File: src/rtl/fwd_scoreboard.sv
// Operand-forwarding and load-use hazard unit: tracks in-flight writers for DEPTH
// stages past decode and resolves NUM_SRC operands. Optional stats: FWD_SCOREBOARD_STATS_EN.
module fwd_scoreboard #(
  parameter int DATA_W     = 32,
  parameter int REG_AW     = 5,
  parameter int NUM_SRC    = 3,
  parameter int DEPTH      = 3,
  parameter int LOAD_STAGE = 1
) (
  input  logic                        clk,
  input  logic                        rst_n,
  input  logic                        pipe_adv,
  input  logic                        flush,
  input  logic                        iss_valid,
  input  logic [REG_AW-1:0]           iss_rd,
  input  logic                        iss_we,
  input  logic                        iss_load,
  input  logic [NUM_SRC*REG_AW-1:0]   src_addr,
  input  logic [NUM_SRC*DATA_W-1:0]   src_rf_data,
  input  logic [DEPTH*DATA_W-1:0]     stage_data,
  output logic [NUM_SRC*DATA_W-1:0]   fwd_data,
  output logic [NUM_SRC*2-1:0]        fwd_sel,
  output logic                        hazard_stall
`ifdef FWD_SCOREBOARD_STATS_EN
  ,
  output logic [31:0]                 stat_fwd_cnt,
  output logic [31:0]                 stat_stall_cnt
`endif
);

  logic [DEPTH-1:0]  tag_valid;
  logic [DEPTH-1:0]  tag_we;
  logic [DEPTH-1:0]  tag_load;
  logic [REG_AW-1:0] tag_rd [DEPTH];

  logic [REG_AW-1:0] cur_addr;
  logic              cur_hit;

  // Youngest matching stage wins; a load not yet producing its result forces a stall.
  always_comb begin
    // NOTE: every variable gets a default before any conditional write, so no latch is inferred.
    hazard_stall = 1'b0;
    fwd_sel      = '0;
    fwd_data     = src_rf_data;
    cur_addr     = '0;
    cur_hit      = 1'b0;
    for (int i = 0; i < NUM_SRC; i++) begin
      cur_addr = src_addr[i*REG_AW +: REG_AW];
      cur_hit  = 1'b0;
      for (int k = 0; k < DEPTH; k++) begin
        if (!cur_hit && tag_valid[k] && tag_we[k] &&
            tag_rd[k] == cur_addr && cur_addr != '0) begin
          cur_hit              = 1'b1;
          fwd_sel[i*2 +: 2]    = (k >= 2) ? 2'd3 : 2'(k + 1);
          if (tag_load[k] && k < LOAD_STAGE)
            hazard_stall = 1'b1;
          else
            fwd_data[i*DATA_W +: DATA_W] = stage_data[k*DATA_W +: DATA_W];
        end
      end
    end
  end

  // NOTE: sequential state uses non-blocking assignments so all stages shift from pre-edge values.
  always_ff @(posedge clk or negedge rst_n) begin
    if (!rst_n) begin
      tag_valid <= '0;
    end else if (pipe_adv) begin
      for (int k = DEPTH - 1; k >= 1; k--)
        tag_valid[k] <= tag_valid[k-1] && !(k == 1 && flush);
      tag_valid[0] <= iss_valid && !hazard_stall && !flush;
    end else if (flush) begin
      tag_valid[0] <= 1'b0;
    end
  end

  // NOTE: only the valid bits need reset; the payload is ignored while its valid bit is low.
  always_ff @(posedge clk) begin
    if (pipe_adv) begin
      for (int k = DEPTH - 1; k >= 1; k--) begin
        tag_rd[k]   <= tag_rd[k-1];
        tag_we[k]   <= tag_we[k-1];
        tag_load[k] <= tag_load[k-1];
      end
      tag_rd[0]   <= iss_rd;
      tag_we[0]   <= iss_we;
      tag_load[0] <= iss_load;
    end
  end

`ifdef FWD_SCOREBOARD_STATS_EN
  logic any_fwd;
  assign any_fwd = |fwd_sel;

  always_ff @(posedge clk or negedge rst_n) begin
    if (!rst_n) begin
      stat_fwd_cnt   <= '0;
      stat_stall_cnt <= '0;
    end else begin
      if (pipe_adv && !hazard_stall && iss_valid && any_fwd && stat_fwd_cnt != 32'hFFFF_FFFF)
        stat_fwd_cnt <= stat_fwd_cnt + 32'd1;
      if (hazard_stall && pipe_adv && stat_stall_cnt != 32'hFFFF_FFFF)
        stat_stall_cnt <= stat_stall_cnt + 32'd1;
    end
  end
`endif

endmodule

File: config.mk
export PLATFORM = sky130hd
export DESIGN_NAME = fwd_scoreboard
export DESIGN_NICKNAME = d
export VERILOG_FILES = /design/src/rtl/fwd_scoreboard.sv
export SDC_FILE = /design/constraint.sdc
export NUM_CORES = 1
export LEC_CHECK = 0
export ABC_AREA = 1
export ABC_CLOCK_PERIOD_IN_PS = 2300
export CAP_MARGIN = 20
export CORE_MARGIN = 8
export CORE_UTILIZATION = 31
export CTS_CLUSTER_DIAMETER = 50
export CTS_CLUSTER_SIZE = 8
export DETAILED_ROUTE_END_ITERATION = 7
export PLACE_DENSITY = 0.67
export RECOVER_POWER = 50
export SLEW_MARGIN = 20
export SYNTH_ARGS = -nofsm -noshare
export SYNTH_HDL_FRONTEND = slang
export SYNTH_SLANG_ARGS = --single-unit
File: constraint.sdc
create_clock -name clk -period 2.3 [get_ports clk]
set_input_delay 0.46 -clock clk [delete_from_list [all_inputs] [get_ports clk]]
set_output_delay 0.46 -clock clk [all_outputs]
set_load 0.01 [all_outputs]
==> impl_metrics.json <==
{
  "globalplace.congestion": 0.929,
  "synthSimpleGateAreaFrac_pct": 74.8,
  "drv_slew": 0,
  "final_area_sq_um": 13500,
  "fin_hold_ws_ns": 0.456,
  "max_clock_freq_mhz": 371,
  "worst_slack_ns": -0.396,
  "fp.dieArea_sq_um": 23500,
  "period_share_pct": 117,
  "setup_viol": 102,
  "grt_antenna_before_repair": 1,
  "p_per_area_nw_per_um2": 190,
  "multiInputGateArea_sq_um": 6230,
  "ys_seq_elements": 22,
  "clk_latency_ns": 0.26,
  "p_total_uw": 2560,
  "peakVddDrop_mv": 0.318,
  "reg2reg_slack_ns": 0.48,
  "synth_fa_ha_area_share_pct": 0,
  "drt-total-wl_microns": 42900,
  "synthesis.instances": 1181,
  "die_y_microns": 153,
  "wire_per_inst_microns": 23.1,
  "path_common_cell": "nand2_1",
  "crit_slowest_cell": "edfxtp_1",
  "fillers": 1531,
  "layout_commonest_cell": "nand2_1",
  "syn_to_final_growth_pct": 131,
  "slowest_delay_ns": 0.49,
  "cts-root-buf": "clkbuf_16",
  "cp-endpoint": "fwd_data[52]",
  "finClkSkew_ns": 0.00177,
  "synth_edf_count": 19,
  "layout_common_cells": "428 x nand2_1, 195 x clkdlybuf4s50_1, 129 x nand4_1",
  "startpoint_type": "flop",
  "crit_start": "tag_rd[0][2]",
  "dpl_worst_slack_ns": -1.12,
  "worstMarginPinSlew_ns": 0.348,
  "crit_buf_inv": 6,
  "syn_area_sq_um": 5850,
  "num_vias": 11000,
  "reg2reg_depth": 12,
  "first_global_vias": 10400,
  "period_minus_slack_ns": 2.70,
  "cp-end-kind": "output pin",
  "synth_top_family_by_area": "simple AND/OR/NAND/NOR gates",
  "synth.net_count": 1400,
  "yosysWarningCount": 0,
  "clock-sinks": 22,
  "drc": 0,
  "portBuffers": 321,
  "cp_max_fo": 6,
  "crit_required_ns": 1.84,
  "htreeDepth": 1,
  "rsz0062_at_grt": "true",
  "first_pass_iters": 5,
  "synth_xor_area_share_pct": 1.35,
  "hold_buffers": 0,
  "synthDistinctLibCells": 26,
  "finalNonFillerCells": 1860,
  "row_count": 50,
  "cts_tree": "yes",
  "drtIter0Drc": 1027,
  "yosysSeqAreaShare_pct": 11.0,
  "core_region_area_sq_um": 18600,
  "synth_compound_area_share_pct": 2.08,
  "initial_core_util_pct": 31.5,
  "grt_overflow": 0,
  "synthArstFlopShare_pct": 13.6,
  "routed_via_density": 5.90,
  "cp_top_family": "buffers and inverters",
  "seq_area_sq_um": 646,
  "antenna_cells": 0,
  "cts_made_buffers": 3,
  "die_w_microns": 153,
  "path_class": "reg -> out",
  "status": "finished with violations",
  "layout.nets": 1846,
  "hold_viol": 0,
  "drive_gt1_share_pct": 41.0,
  "max_cap_violations": 0,
  "grt_pass1_wl_microns": 61600,
  "placedInstanceArea_sq_um": 10000,
  "rr_startpoint": "tag_rd[0][3]",
  "synth_ff_type": "edfxtp_1",
  "cp.depth": 15,
  "slew_headroom_pct": 76.7,
  "ant_nets": 0,
  "cp_data_arrival_time_ns": 2.24,
  "worstReg2RegEnd": "tag_valid[0]",
  "grt_max_degree": 39,
  "synthMuxAreaShare_pct": 0,
  "grt_util_all_layers_pct": 32.9,
  "synth.avg_cell_area_sq_um": 4.95,
  "violations": "setup timing",
  "p_leak_uw": 0.00682,
  "dp.cells": 1748,
  "clock_tree.buffer_depth": 2,
  "cts.clk_slew.worst_paths_ns": 0.06,
  "crit_chain": "inv_2 > nand2_1 > nand2_1 > nand2_2 > nor2_4 > buf_6 > buf_12 > nand3_4 > buf_12 > buf_12 > nand2_2 > nand2_1 > nand2_1 > nand3_2 > buf_6",
  "hp-class": "in -> async",
  "dp_hpwl_microns": 27000,
  "ioPinCount": 322
}
[metrics by stage]
step / utilization [%] / setup TNS (ns)
after global placement: 54.1 / -97.84
after detailed placement: 54.1 / -99.44
after CTS: 64.8 / -30.00
after floorplan: - / 0
final: 72.7 / -31.50
after global routing: 72.7 / -41.32
[flip-flops by register name, indices dropped and copies added, names as in the netlist]
register,flops
tag_load,1
tag_we,3
tag_rd,15
tag_valid,3
[worst min-delay path by stage]
| stage | startpoint | to | slack [ns] | cells after the start |
|---|---|---|---|---|
| floorplan | rst_n | tag_valid[0] | 0.16 | 0 |
| global placement | tag_we[1] | tag_we[2] | 0.44 | 0 |
| detailed placement | tag_we[1] | tag_we[2] | 0.44 | 0 |
| CTS | rst_n | tag_valid[0] | 0.38 | 1 |
| global route | rst_n | tag_valid[0] | 0.46 | 1 |
| finish | rst_n | tag_valid[0] | 0.46 | 1 |
[cells in the mapped netlist (4+ instances only)]
master      n  area, sq um
inv_1      34          128
nor2_1     27          101
nor2_4      4         45.0
buf_6       4         45.0
xor2_1      8         70.1
nand4_1   129          807
edfxtp_1   19          571
nand2_2     5         31.3
o21ai_0    17         85.1
nand2_1   575         2160
clkbuf_1   38          143
buf_2      39          195
nor2_2      6         37.5
nand3_1   236         1180
buf_1      11         41.3
inv_2      13         48.8
[repair_timing]
item,CTS,global route
buffers inserted,65,26
setup endpoints to repair,103,103
cloned,24,8
pin swaps,86,113
gates resized for setup,736,348
[metal layers]
metal / GRT usage [%] / share of wire, % / vias up
li1: - / - / 4878
met1: 39.1 / 36 / 5060
met2: 54.4 / 46 / 817
met3: 9.44 / 12 / 215
met4: 14.2 / 5.9 / 2
met5: 0 / 0.035 / -
[cell type report]
type,instances,area share [%]
tap,234,2.17
clock inverter,1,0.0278
timing repair buffer,536,44.8
multi-input combinational,1016,46.1
sequential,22,4.78
inverter,48,1.58
clock buffer,3,0.556
[logic make-up (layout without fill, tap and decap cells)]
logic type | Yosys count | count (layout)
and+or+nand+nor | 984 | 984
buffers and inverters | 143 | 588
AOI/OAI and AO/OA | 23 | 23
DFF | 22 | 22
xor gates and xnor gates | 9 | 9
[where the power goes]
part	internal [uW]	total [uW]	switching, uW
Combinational	841	1690	846
Clock	232	376	144
Sequential	467	497	29.9
Total	1540	2560	1020
Note: power is estimated with default switching activity, not from simulation.
